**src/rtl/move_scheduler_pkg.sv**
```systemverilog
// +--------------------------------------------------------------------+
// | move_scheduler_pkg : shared move/block types and scheduler states   |
// | Rev 1.0                                                             |
// +--------------------------------------------------------------------+
`default_nettype none

package move_scheduler_pkg;

  localparam int KIND_W = 3;
  localparam int ROT_W  = 2;
  localparam int X_W    = 4;
  localparam int Y_W    = 5;

  typedef enum logic [2:0] {
    MOVE_LEFT   = 3'd0,
    MOVE_RIGHT  = 3'd1,
    MOVE_DOWN   = 3'd2,
    MOVE_ROTATE = 3'd3,
    MOVE_APPEAR = 3'd4
  } move_t;

  typedef struct packed {
    logic [KIND_W-1:0] kind;
    logic [ROT_W-1:0]  rotation;
    logic [X_W-1:0]    x;
    logic [Y_W-1:0]    y;
  } block_info_t;

  typedef enum logic [1:0] {
    ST_IDLE  = 2'd0,
    ST_ISSUE = 2'd1,
    ST_WAIT  = 2'd2,
    ST_APPLY = 2'd3
  } sched_state_t;

  // Coordinates wrap modulo the field width; the checker is trusted to
  // only grant moves that stay on the board.
  function automatic logic [X_W-1:0] add_x(input logic [X_W-1:0] base,
                                           input logic signed [1:0] d);
    return base + {{(X_W-2){d[1]}}, d};
  endfunction

  function automatic logic [Y_W-1:0] add_y(input logic [Y_W-1:0] base,
                                           input logic signed [1:0] d);
    return base + {{(Y_W-2){d[1]}}, d};
  endfunction

endpackage

`default_nettype wire

```
**src/rtl/move_scheduler.sv**
```systemverilog
// +--------------------------------------------------------------------+
// | move_scheduler : arbitrates appear/gravity/user moves through an    |
// | external move checker and writes back the updated block. Rev 1.0    |
// +--------------------------------------------------------------------+
`default_nettype none

module move_scheduler
  import move_scheduler_pkg::*;
#(
  parameter int TIMEOUT_CYCLES = 31
) (
  input  logic              clk_i,
  input  logic              rst_n_i,
  input  logic              appear_i,
  input  logic              gravity_tick_i,
  input  logic              user_valid_i,
  input  move_t             user_move_i,
  output logic              user_ready_o,
  input  block_info_t       block_i,
  output logic              check_run_o,
  output move_t             check_move_o,
  input  logic              check_done_i,
  input  logic              check_can_move_i,
  input  logic signed [1:0] check_move_x_i,
  input  logic signed [1:0] check_move_y_i,
  output block_info_t       block_o,
  output logic              block_upd_o,
  output logic              lock_o,
  output logic              reject_o,
  output logic              game_over_o,
  output logic              busy_o
);

  localparam int CNT_W = (TIMEOUT_CYCLES > 1) ? $clog2(TIMEOUT_CYCLES) : 1;
  localparam logic [CNT_W-1:0] C_CNT_LAST = CNT_W'(TIMEOUT_CYCLES - 1);

  sched_state_t      state_q, state_d;
  move_t             move_q, move_d;
  logic              pend_appear_q, pend_appear_d;
  logic              pend_grav_q, pend_grav_d;
  logic [CNT_W-1:0]  cnt_q, cnt_d;
  logic              can_q, can_d;
  logic signed [1:0] mx_q, mx_d;
  logic signed [1:0] my_q, my_d;
  block_info_t       block_q, block_d;
  logic              block_upd_q, block_upd_d;
  logic              lock_q, lock_d;
  logic              reject_q, reject_d;
  logic              game_over_q, game_over_d;

  logic w_appear_req;
  logic w_grav_req;
  logic w_user_ready;

  // Raw pulses count as requests in the same cycle so an idle scheduler
  // reacts immediately and a user handshake is never granted under them.
  assign w_appear_req = pend_appear_q | appear_i;
  assign w_grav_req   = pend_grav_q | gravity_tick_i;
  assign w_user_ready = (state_q == ST_IDLE) & ~w_appear_req & ~w_grav_req & ~game_over_q;

  always_comb begin
    state_d       = state_q;
    move_d        = move_q;
    pend_appear_d = w_appear_req;
    pend_grav_d   = w_grav_req;
    cnt_d         = cnt_q;
    can_d         = can_q;
    mx_d          = mx_q;
    my_d          = my_q;
    block_d       = block_q;
    block_upd_d   = 1'b0;
    lock_d        = 1'b0;
    reject_d      = 1'b0;
    game_over_d   = game_over_q;

    case (state_q)
      ST_IDLE: begin
        if (w_appear_req) begin
          move_d        = MOVE_APPEAR;
          pend_appear_d = 1'b0;
          state_d       = ST_ISSUE;
        end else if (w_grav_req && !game_over_q) begin
          move_d      = MOVE_DOWN;
          pend_grav_d = 1'b0;
          state_d     = ST_ISSUE;
        end else if (user_valid_i && w_user_ready) begin
          move_d  = user_move_i;
          state_d = ST_ISSUE;
        end
      end
      ST_ISSUE: begin
        cnt_d   = '0;
        state_d = ST_WAIT;
      end
      ST_WAIT: begin
        if (check_done_i) begin
          can_d   = check_can_move_i;
          mx_d    = check_move_x_i;
          my_d    = check_move_y_i;
          state_d = ST_APPLY;
        end else if (cnt_q == C_CNT_LAST) begin
          reject_d = 1'b1;
          state_d  = ST_IDLE;
        end else begin
          cnt_d = cnt_q + CNT_W'(1);
        end
      end
      ST_APPLY: begin
        state_d = ST_IDLE;
        if (can_q) begin
          block_d   = block_i;
          block_d.x = add_x(block_i.x, mx_q);
          block_d.y = add_y(block_i.y, my_q);
          if (move_q == MOVE_ROTATE) begin
            block_d.rotation = block_i.rotation + ROT_W'(1);
          end
          block_upd_d = 1'b1;
          if (move_q == MOVE_APPEAR) begin
            game_over_d = 1'b0;
          end
        end else if (move_q == MOVE_DOWN) begin
          lock_d = 1'b1;
        end else if (move_q == MOVE_APPEAR) begin
          game_over_d = 1'b1;
        end else begin
          reject_d = 1'b1;
        end
      end
      default: state_d = ST_IDLE;
    endcase
  end

  always_ff @(posedge clk_i or negedge rst_n_i) begin
    if (!rst_n_i) begin
      state_q       <= ST_IDLE;
      move_q        <= MOVE_LEFT;
      pend_appear_q <= 1'b0;
      pend_grav_q   <= 1'b0;
      cnt_q         <= '0;
      can_q         <= 1'b0;
      mx_q          <= '0;
      my_q          <= '0;
      block_q       <= '0;
      block_upd_q   <= 1'b0;
      lock_q        <= 1'b0;
      reject_q      <= 1'b0;
      game_over_q   <= 1'b0;
    end else begin
      state_q       <= state_d;
      move_q        <= move_d;
      pend_appear_q <= pend_appear_d;
      pend_grav_q   <= pend_grav_d;
      cnt_q         <= cnt_d;
      can_q         <= can_d;
      mx_q          <= mx_d;
      my_q          <= my_d;
      block_q       <= block_d;
      block_upd_q   <= block_upd_d;
      lock_q        <= lock_d;
      reject_q      <= reject_d;
      game_over_q   <= game_over_d;
    end
  end

  assign user_ready_o = w_user_ready;
  assign check_run_o  = (state_q == ST_ISSUE);
  assign check_move_o = move_q;
  assign block_o      = block_q;
  assign block_upd_o  = block_upd_q;
  assign lock_o       = lock_q;
  assign reject_o     = reject_q;
  assign game_over_o  = game_over_q;
  assign busy_o       = (state_q != ST_IDLE);

endmodule

`default_nettype wire

```
**config.mk**
```make
export PLATFORM = sky130hd
export DESIGN_NAME = move_scheduler
export DESIGN_NICKNAME = d
export VERILOG_FILES = /design/src/rtl/move_scheduler_pkg.sv /design/src/rtl/move_scheduler.sv
export SDC_FILE = /design/constraint.sdc
export NUM_CORES = 1
export LEC_CHECK = 0
export ABC_CLOCK_PERIOD_IN_PS = 1500
export BUFFER_PORTS_ARGS = -buffer_cell sky130_fd_sc_hd__buf_2
export CAP_MARGIN = 15
export CORE_UTILIZATION = 45
export DETAILED_ROUTE_END_ITERATION = 8
export GPL_TIMING_DRIVEN = 0
export PLACE_DENSITY = 0.81
export RECOVER_POWER = 50
export SYNTH_ARGS = -nofsm -noshare
export SYNTH_HDL_FRONTEND = slang
export SYNTH_SLANG_ARGS = --single-unit
```
**constraint.sdc**
```tcl
create_clock -name clk_i -period 1.5 [get_ports clk_i]
set_input_delay 0.15 -clock clk_i [delete_from_list [all_inputs] [get_ports clk_i]]
set_output_delay 0.15 -clock clk_i [all_outputs]
set_load 0.02 [all_outputs]
```
==> results of run 1 <==
==> sequential cells by signal, summed over array words and instances (netlist names) <==
signal         count
block_o           14
pend_grav_q        1
lock_o             1
state_q            2
reject_o           1
block_upd_o        1
check_move_o       3
my_q               2
game_over_o        1
cnt_q              5
can_q              1
mx_q               2
pend_appear_q      1
==> path summary, 6_finish.rpt <==
| kind | start | end | slack (ns) | cells after the start |
|---|---|---|---|---|
| setup reg to reg | cnt_q[1] | cnt_q[2] | -0.04 | 5 |
| setup / recovery | cnt_q[1] | cnt_q[2] | -0.04 | 5 |
| max in group asynchronous | rst_n_i | my_q[1] | 0.41 | 2 |
| hold reg to reg | block_o[9] | block_o[9] | 0.49 | 2 |
| min in group asynchronous | rst_n_i | cnt_q[1] | 0.50 | 2 |
| hold / removal | block_i[11] | block_o[11] | 0.09 | 2 |
==> logic make-up (layout without fill, tap and decap cells) <==
logic type,count (synthesis),after routing,share of synthesized area [%]
adder cells (fa/ha/maj),15,15,11.1
AO/OA/AOI/OAI,36,36,12.9
multiplexers,12,12,7.27
buffers and inverters,18,94,3.84
XOR/XNOR,10,10,4.80
AND/OR/NAND/NOR,45,45,12.1
flip-flops,35,35,48.0
==> area by class of cell <==
| cell class | count | area (um2) |
|---|---|---|
| fill | 319 | 1230 |
| multi-input combinational | 118 | 998 |
| sequential | 35 | 881 |
| timing repair buffer | 69 | 403 |
| clock buffer | 6 | 82.6 |
| tap | 48 | 60.1 |
| inverter | 14 | 52.6 |
| clock inverter | 2 | 35.0 |
| buffer | 3 | 23.8 |
==> layer usage <==
metal	GRT usage [%]	vias up	wire (um)
li1	-	748	-
met1	22.6	727	1710
met2	34.4	40	2040
met3	5.56	9	216
met4	9.78	0	62
met5	0	-	0
==> cells in the final DEF, fill, tap and decap left out, types with 9 or more instances in the layout <==
master / n
buf_2: 27
buf_4: 14
inv_1: 9
nand2_1: 14
ha_1: 9
o21ai_0: 11
mux2_2: 10
clkbuf_1: 21
dfrtp_1: 31
==> where the power goes <==
group / total [uW] / internal (uW) / switching, uW
clock: 880 / 538 / 343
combinational: 2520 / 1150 / 1370
sequential: 1630 / 1330 / 293
total: 5020 / 3020 / 2010
==> critical path: cells and delay by family, from the launching register on <==
| kind | cells | cell delay, ns |
|---|---|---|
| AO/OA/AOI/OAI | 2 | 0.53 |
| adder cells (fa/ha/maj) | 1 | 0.19 |
| flip-flops | 1 | 0.44 |
| AND/OR/NAND/NOR | 2 | 0.27 |
==> stage by stage <==
step	setup slack [ns]	instance area, um2	hold WS (ns)
after floorplan	0.00363	1840	-0.146
after global placement	-0.135	2150	0.267
after detailed placement	-0.183	2150	0.270
after CTS	-0.0928	2440	0.0883
after global routing	-0.100	2540	0.0705
final	-0.0412	2540	0.0891
==> timing repair <==
action                     4_1_cts  5_1_grt
gates resized for setup         23       21
pin swaps                        5        8
cloned                           0        0
setup endpoints to repair       23       20
hold buffers                     1        0
setup buffers                   11        7
hold endpoints to repair        35        0
==> results.txt, run 1 <==
Dpl hpwl -> 2640 um
Pwr Total -> 5020 uW
Initial DRT Pass Iterations -> 4
Post-route minimum period -> 1.54 ns
Cell area power density -> 1980 mW/mm2
Post-Syn Nets -> 214
Vias in the first global route -> 1508
Site row count -> 22
Setup ws final -> -0.0412 ns
EDFF count, synth -> 0
I/O pin cnt -> 52
Largest net degree at the start of global routing -> 36
Worst Tran Pin Value -> 0.857 ns
Grt total ovfl -> 0
Clk buf depth -> 2
# Max-Cap Violations -> 0
FF+latch count, synth -> 35
Synth Flop Type -> dfrtp_1
Total Wirelength -> 4030 um
Slowest stage cell, crit path -> dfrtp_2
Setup Crit Path Kind -> flip-flop to flip-flop
CP max FO -> 4
Die Y -> 65.7 um
Share of cells above drive strength 1 -> 38.1%
Layout Nets -> 289
Final setup TNS -> -0.0615 ns
Worst-skew pair later-pin latency -> 0.29 ns
First-pass GRT wire length -> 6380 um
Antenna diode instance count -> 0
Clk_skew -> 0.00653 ns
Cells after DPL -> 270
Failing checks -> setup timing
Global Route Usage Sum -> 20.1%
Yosys top cell by area -> dfrtp_1
Max Slew Vio Count -> 0
Initial Utilization -> 48.4%
Syn. warnings -> 0
Detailed-route wire length per cell -> 13.7 um
Worst EP required -> 1.67 ns
CP Capture Type -> flip-flop
Initial antenna violation count -> 0
Worst Hold Class -> primary input to flip-flop
Area grow syn2layout -> 39.0%
CP arrival -> 1.71 ns
Static leakage -> 0.00122 uW
Critical Path, Cell by Cell -> ha_4 -> a41oi_4 -> nand2_2 -> and3_4 -> a211o_1
Top-area cell type share of the netlist area -> 48.0%
Highest clock rate -> 649 MHz
Synth Instances -> 171
Gpl congestion -> 0.863
H-Tree Depth -> 2
Clk sinks -> 35
Status -> finished, violations left
Slew HR -> 42.8%
RSZ-0062 raised after global routing -> yes
Drt via density -> 5.17
Core outline area -> 0.00377 mm2
Worst vdd ir -> 0.00116 V
TritonCTS clock tree -> done
Initial DRC count -> 69
Max incr delay on CP -> 0.44 ns
# DRC -> 0
Tcrit/Tclk final -> 103%
Final setup viols -> 3
Clock transition at the registers of the reported paths -> 0.07 ns
CP startpoint kind -> flip-flop
Final hold vios -> 0
CTS root buf -> clkbuf_8
Area of the die -> 0.00431 mm2
CTS Buf Count -> 5
Synth area leaders -> dfrtp_1 (48%), ha_1 (8.9%), mux2_2 (6.2%), nand2_1 (3.5%), o21ai_0 (3.3%)
Unique masters post-synth -> 35
Count leader, synth -> dfrtp_1
Die Width -> 65.7 um
Register area share after synthesis -> 48.0%
Port Buffer Count -> 51
Post-Layout Cell Count -> 295
DR vias -> 1524
Post-route ant nets -> 0
Async set or reset register ratio after synthesis -> 100%
Mapped Area -> 0.00182 mm2
Syn_area_per_cell -> 10.7 um2
Synth cell count leaders -> dfrtp_1 (35), nand2_1 (17), inv_1 (14), ha_1 (13), o21ai_0 (12)
Final Util -> 67.3%
(Power assumes the default switching activity.)
==> run 2: changes to the inputs <==
--- a/config.mk
+++ b/config.mk
@@ -11,8 +11,9 @@
 export CORE_UTILIZATION = 45
 export DETAILED_ROUTE_END_ITERATION = 8
 export GPL_TIMING_DRIVEN = 0
-export PLACE_DENSITY = 0.81
+export PLACE_DENSITY = 0.83
 export RECOVER_POWER = 50
+export SKIP_CTS_REPAIR_TIMING = 1
 export SYNTH_ARGS = -nofsm -noshare
 export SYNTH_HDL_FRONTEND = slang
 export SYNTH_SLANG_ARGS = --single-unit
==> results.txt, run 2 (synthesis results as in run 1) <==
Die Width -> 65.7 um (unchanged)
Die Y -> 65.7 um (unchanged)
Initial DRC count -> 80 (+16%)
Slowest stage cell, crit path -> dfrtp_1
Worst Hold Class -> primary input to async pin
Critical Path, Cell by Cell -> ha_2 -> inv_2 -> fa_2 -> nand2b_4 -> a21oi_2 -> xnor2_1 -> o21ai_1
Clock transition at the registers of the reported paths -> 0.07 ns (about the same)
Total Wirelength -> 3950 um (-1.9%)
Setup ws final -> -0.0586 ns (-0.0174 ns)
Detailed-route wire length per cell -> 13.8 um (+1.2%)
Clock power frac -> 13.1% (-4.4 points)
Pwr Total -> 4730 uW (-5.7%)
Cell area power density -> 1950 mW/mm2 (-1.7%)
Grt total ovfl -> 0 (unchanged)
Static leakage -> 0.00121 uW (-0.82%)
Largest net degree at the start of global routing -> 36 (unchanged)
DP Area -> 0.00215 mm2 (unchanged)
Site row count -> 22 (unchanged)
DR vias -> 1501 (-1.5%)
Failing checks -> hold timing, setup timing
Core outline area -> 0.00377 mm2 (unchanged)
Worst-skew pair later-pin latency -> 0.28 ns (about the same)
CP Capture Type -> flip-flop
Initial antenna violation count -> 0 (unchanged)
Int Pwr -> 2790 uW (-7.6%)
CP max FO -> 2 (-2)
CTS root buf -> clkbuf_8
First-pass GRT wire length -> 5950 um (-6.6%)
Share of cells above drive strength 1 -> 42.9% (+4.8 points)
Max Slew Vio Count -> 0 (unchanged)
Worst Tran Pin Value -> 0.878 ns (+0.0202 ns)
H-Tree Depth -> 2 (unchanged)
# Max-Cap Violations -> 0 (unchanged)
Dpl hpwl -> 2720 um (+3.1%)
Status -> finished, violations left
Vias in the first global route -> 1460 (-3.2%)
Sw Ratio -> 41.2% (+1.2 points)
CP startpoint kind -> flip-flop
Largest register FFs -> 14 (unchanged)
Slew HR -> 41.5% (-1.3 points)
Final Instance Area -> 0.00243 mm2 (-4.1%)
Highest clock rate -> 642 MHz (-1.1%)
Initial DRT Pass Iterations -> 4 (unchanged)
Area of the die -> 0.00431 mm2 (unchanged)
Gpl congestion -> 0.787 (-8.8%)
RSZ-0062 raised after global routing -> yes
Post-route ant nets -> 0 (unchanged)
Final setup viols -> 3 (unchanged)
Logic pwr share -> 52.3% (+2.2 points)
Area grow syn2layout -> 33.3%
Port Buffer Count -> 51 (unchanged)
Hold WS -> -0.0269 ns (-0.116 ns)
Worst setup slack after placement -> -0.150 ns (+0.0324 ns)
Seq pwr share -> 34.6% (+2.2 points)
Clk_skew -> 0.00647 ns (-0.0000614 ns)
# DRC -> 0 (unchanged)
Clk sinks -> 35 (unchanged)
Cells after DPL -> 270 (unchanged)
Drt via density -> 5.25 (+1.6%)
Commonest non-fill, non-tap cell in the layout -> buf_2
Final setup TNS -> -0.115 ns (-0.0530 ns)
Post-Layout Cell Count -> 286 (-3.1%)
Worst EP required -> 1.67 ns (about the same)
CP arrival -> 1.73 ns (+0.02 ns)
Layout Nets -> 282 (-2.4%)
Post-route minimum period -> 1.56 ns (+0.0174 ns)
Setup Crit Path Kind -> flip-flop to flip-flop
I/O pin cnt -> 52 (unchanged)
Max incr delay on CP -> 0.36 ns (-0.08 ns)
Clk buf depth -> 2 (unchanged)
Tcrit/Tclk final -> 104% (+1.2 points)
Net switching power -> 1950 uW (-2.9%)
TritonCTS clock tree -> done
Commonest non-fill, non-tap cells in the layout -> buf_2 (46), dfrtp_1 (30), nand2_1 (15)
Antenna diode instance count -> 0 (unchanged)
CTS Buf Count -> 5 (unchanged)
Global Route Usage Sum -> 18.6% (-1.4 points)
Worst vdd ir -> 0.000897 V (-22%)
Initial Utilization -> 48.4% (unchanged)
Final hold vios -> 35 (+35)
run 2: worst max-delay path, delay by kind of cell, from the launching register on:
kind | cells | cell delay [ns]
AOI/OAI and AO/OA | 2 | 0.21
xor gates and xnor gates | 1 | 0.12
adders and majority gates | 2 | 0.56
buffers and inverters | 1 | 0.04
DFF | 1 | 0.36
and+or+nand+nor | 1 | 0.15
run 2: area by class of cell:
type | instances | area (um2)
fill | 303 | 1340
buffer | 3 | 23.8
clock buffer | 6 | 72.6
tap | 48 | 60.1
timing repair buffer | 62 | 340
inverter | 14 | 52.6
sequential | 35 | 882
multi-input combinational | 118 | 1000
run 2: worst paths after layout:
| check | to | start | slack, ns | cells past startpoint |
|---|---|---|---|---|
| setup / recovery | block_o[4] | my_q[0] | -0.06 | 7 |
| hold / removal | cnt_q[2] | rst_n_i | -0.03 | 1 |
| setup reg to reg | block_o[4] | my_q[0] | -0.06 | 7 |
| hold reg to reg | block_o[4] | block_o[4] | 0.48 | 2 |
| max in group asynchronous | my_q[1] | rst_n_i | 0.92 | 1 |
| min in group clk_i | block_o[11] | block_i[11] | 0.09 | 2 |
run 2: power by group through the flow:
stage / combinational (uW) / clock, uW / sequential (uW)
floorplan: 1190 / 0 / 1860
global placement: 1970 / 0 / 1600
detailed placement: 2030 / 0 / 1630
CTS: 2040 / 637 / 1610
global route: 2730 / 685 / 1690
finish: 2480 / 621 / 1640
run 2: metrics by stage:
stage | utilization (%) | hold WS (ns)
finish | 64.5 | -0.0269
global route | 64.5 | 0.0457
CTS | 59.0 | -0.0300
detailed placement | 57.0 | 0.276
global placement | 57.0 | 0.274
floorplan | - | -0.146
run 2: metal layers:
layer,global-route usage [%],vias to the layer above,wire (um)
li1,-,733,-
met1,21.2,723,1640
met2,31.8,38,2080
met3,4.86,7,166
met4,9.51,0,68
met5,0,-,0
==> run 3: changes to the inputs <==
--- a/config.mk
+++ b/config.mk
@@ -10,7 +10,6 @@
 export CAP_MARGIN = 15
 export CORE_UTILIZATION = 45
 export DETAILED_ROUTE_END_ITERATION = 8
-export GPL_TIMING_DRIVEN = 0
 export PLACE_DENSITY = 0.83
 export RECOVER_POWER = 50
 export SKIP_CTS_REPAIR_TIMING = 1
==> results.txt, run 3 (synthesis results as in run 1) <==
Setup ws final -> -0.112 ns (-0.0531 ns)
Clock transition at the registers of the reported paths -> 0.07 ns (about the same)
Internal reg-to-reg setup slack -> -0.09 ns (-0.03 ns)
Post-route ant nets -> 0 (unchanged)
Detailed-route wire length per cell -> 13.4 um (-2.8%)
Slew HR -> 63.3% (+22 points)
RSZ-0062 raised after global routing -> yes
Layout Nets -> 289 (+2.5%)
Multi-input logic area -> 977 um2 (-2.3%)
Worst-skew pair later-pin latency -> 0.29 ns (about the same)
Vias in the first global route -> 1479 (+1.3%)
Initial DRC count -> 100 (+25%)
Area of the die -> 0.00431 mm2 (unchanged)
Largest net degree at the start of global routing -> 23 (-36%)
Final setup viols -> 2 (-1)
Worst reg2reg path endpoint -> block_o[4]
Clk_skew -> 0.00649 ns (+0.0000283 ns)
Initial DRT Pass Iterations -> 4 (unchanged)
Family with the most delay on the worst path -> flip-flops
Cell area power density -> 1960 mW/mm2 (+0.66%)
Status -> finished, violations left
Failing checks -> setup timing
Fill count -> 289 (-4.6%)
R2r worst-path depth -> 7 (unchanged)
Post-Layout Cell Count -> 295 (+3.1%)
Tcrit/Tclk final -> 107% (+3.5 points)
Total Wirelength -> 3960 um (+0.28%)
Crit path buffers/inverters -> 2 (+1)
Post-route minimum period -> 1.61 ns (+0.0531 ns)
Stages on worst setup path -> 5 (-2)
Hold Path Depth -> 2
Worst vdd ir -> 0.00123 V (+37%)
Cells after DPL -> 280 (+3.7%)
CP arrival -> 1.46 ns (-0.27 ns)
First-pass GRT wire length -> 6220 um (+4.4%)
Final hold vios -> 0 (-100%)
Die Y -> 65.7 um (unchanged)
Drt via density -> 5.16 (-1.6%)
Grt total ovfl -> 0 (unchanged)
Seq pwr share -> 32.7% (-1.9 points)
Pwr Total -> 4850 uW (+2.5%)
Gpl congestion -> 0.860 (+9.3%)
Hold WS -> 0.0944 ns (+0.121 ns)
Clk sinks -> 35 (unchanged)
Dpl hpwl -> 2940 um (+7.8%)
CTS Buf Count -> 5 (unchanged)
Final setup TNS -> -0.200 ns (-0.0850 ns)
Global Route Usage Sum -> 19.0% (+0.43 points)
Worst Hold Path EP -> block_o[11]
Site row count -> 22 (unchanged)
Antenna diode instance count -> 0 (unchanged)
Critical Path, Cell by Cell -> inv_2 -> ha_4 -> nand3_4 -> nor3_4 -> buf_6
Final Util -> 65.6% (+1.2 points)
Setup Crit Path Kind -> flip-flop to output pin
Clock power frac -> 13.5% (+0.4 points)
Register area -> 878 um2 (-0.43%)
Worst EP required -> 1.35 ns (-0.32 ns)
H-Tree Depth -> 2 (unchanged)
Static leakage -> 0.00126 uW (+3.8%)
CTS root buf -> clkbuf_8
Hold path start -> block_i[11]
Commonest non-fill, non-tap cells in the layout -> buf_2 (49), dfrtp_1 (33), buf_4 (19)
TritonCTS clock tree -> done
Highest clock rate -> 620 MHz (-3.3%)
# Max-Cap Violations -> 0 (unchanged)
Int Pwr -> 2860 uW (+2.8%)
Largest register FFs -> 14 (unchanged)
DR vias -> 1523 (+1.5%)
Worst Tran Pin Value -> 0.551 ns (-0.327 ns)
Clk buf depth -> 2 (unchanged)
Commonest non-fill, non-tap cell in the layout -> buf_2
Worst Hold Class -> primary input to flip-flop
I/O pin cnt -> 52 (unchanged)
Core outline area -> 0.00377 mm2 (unchanged)
Net switching power -> 1990 uW (+2.0%)
Die Width -> 65.7 um (unchanged)
CP max FO -> 6 (+4)
Initial Utilization -> 48.4% (unchanged)
CP Capture Type -> output pin
Port Buffer Count -> 51 (unchanged)
RR Startpoint -> my_q[0]
Max incr delay on CP -> 0.43 ns (+0.07 ns)
Initial antenna violation count -> 0 (unchanged)
Logic pwr share -> 53.8% (+1.5 points)
Area grow syn2layout -> 35.7%
CP startpoint kind -> flip-flop
Max Slew Vio Count -> 0 (unchanged)
# DRC -> 0 (unchanged)
Slowest stage cell, crit path -> dfrtp_1
Share of cells above drive strength 1 -> 44.5% (+1.7 points)
Sw Ratio -> 41.0% (-0.21 points)
[run 3: changes by cell type in the layout (fill, tap and decap cells not counted), sizes merged]
| cell | before | now |
|---|---|---|
| dlygate4sd3 | 0 | 1 |
| buf | 60 | 70 |
| clkinv | 0 | 1 |
| clkbuf | 11 | 8 |
[run 3: worst max path at each step]
| stage | from | end | slack, ns |
|---|---|---|---|
| 2_1_floorplan | my_q[0] | block_o[4] | 0.004 |
| 3_3_place_gp | my_q[0] | block_o[4] | -0.02 |
| 3_5_place_dp | my_q[0] | block_o[4] | -0.14 |
| 4_1_cts | state_q[0] | user_ready_o | -0.32 |
| 5_1_grt | state_q[1] | user_ready_o | -0.17 |
| 6_report | state_q[1] | user_ready_o | -0.11 |
[run 3: stage by stage]
stage          instance area [um2]  setup slack (ns)
2_1_floorplan                 1840           0.00363
3_3_place_gp                  2240           -0.0235
3_5_place_dp                  2240            -0.136
4_1_cts                       2320            -0.319
5_1_grt                       2470            -0.166
6_report                      2470            -0.112
[run 3: layout make-up]
class / instances / share of cell area, %
multi-input combinational: 118 / 39.5
sequential: 35 / 35.5
timing repair buffer: 72 / 17.2
clock buffer: 7 / 3.08
tap: 48 / 2.43
inverter: 14 / 2.12
clock inverter: 1 / 0.202
[run 3: power by group through the flow]
| stage | Clock, uW | Combinational [uW] | Sequential (uW) |
|---|---|---|---|
| 2_1_floorplan | 0 | 1190 | 1860 |
| 3_3_place_gp | 0 | 2160 | 1570 |
| 3_5_place_dp | 0 | 2240 | 1600 |
| 4_1_cts | 673 | 2260 | 1580 |
| 5_1_grt | 713 | 2880 | 1630 |
| 6_report | 656 | 2610 | 1590 |
[run 3: metal layers]
metal | vias up | share of wire [%] | GRT usage (%)
met3 | 5 | 5.7 | 5.03
met5 | - | 0 | 0
met2 | 39 | 53 | 32.8
met1 | 735 | 40 | 21.6
met4 | 0 | 1.4 | 9.24
li1 | 744 | - | -
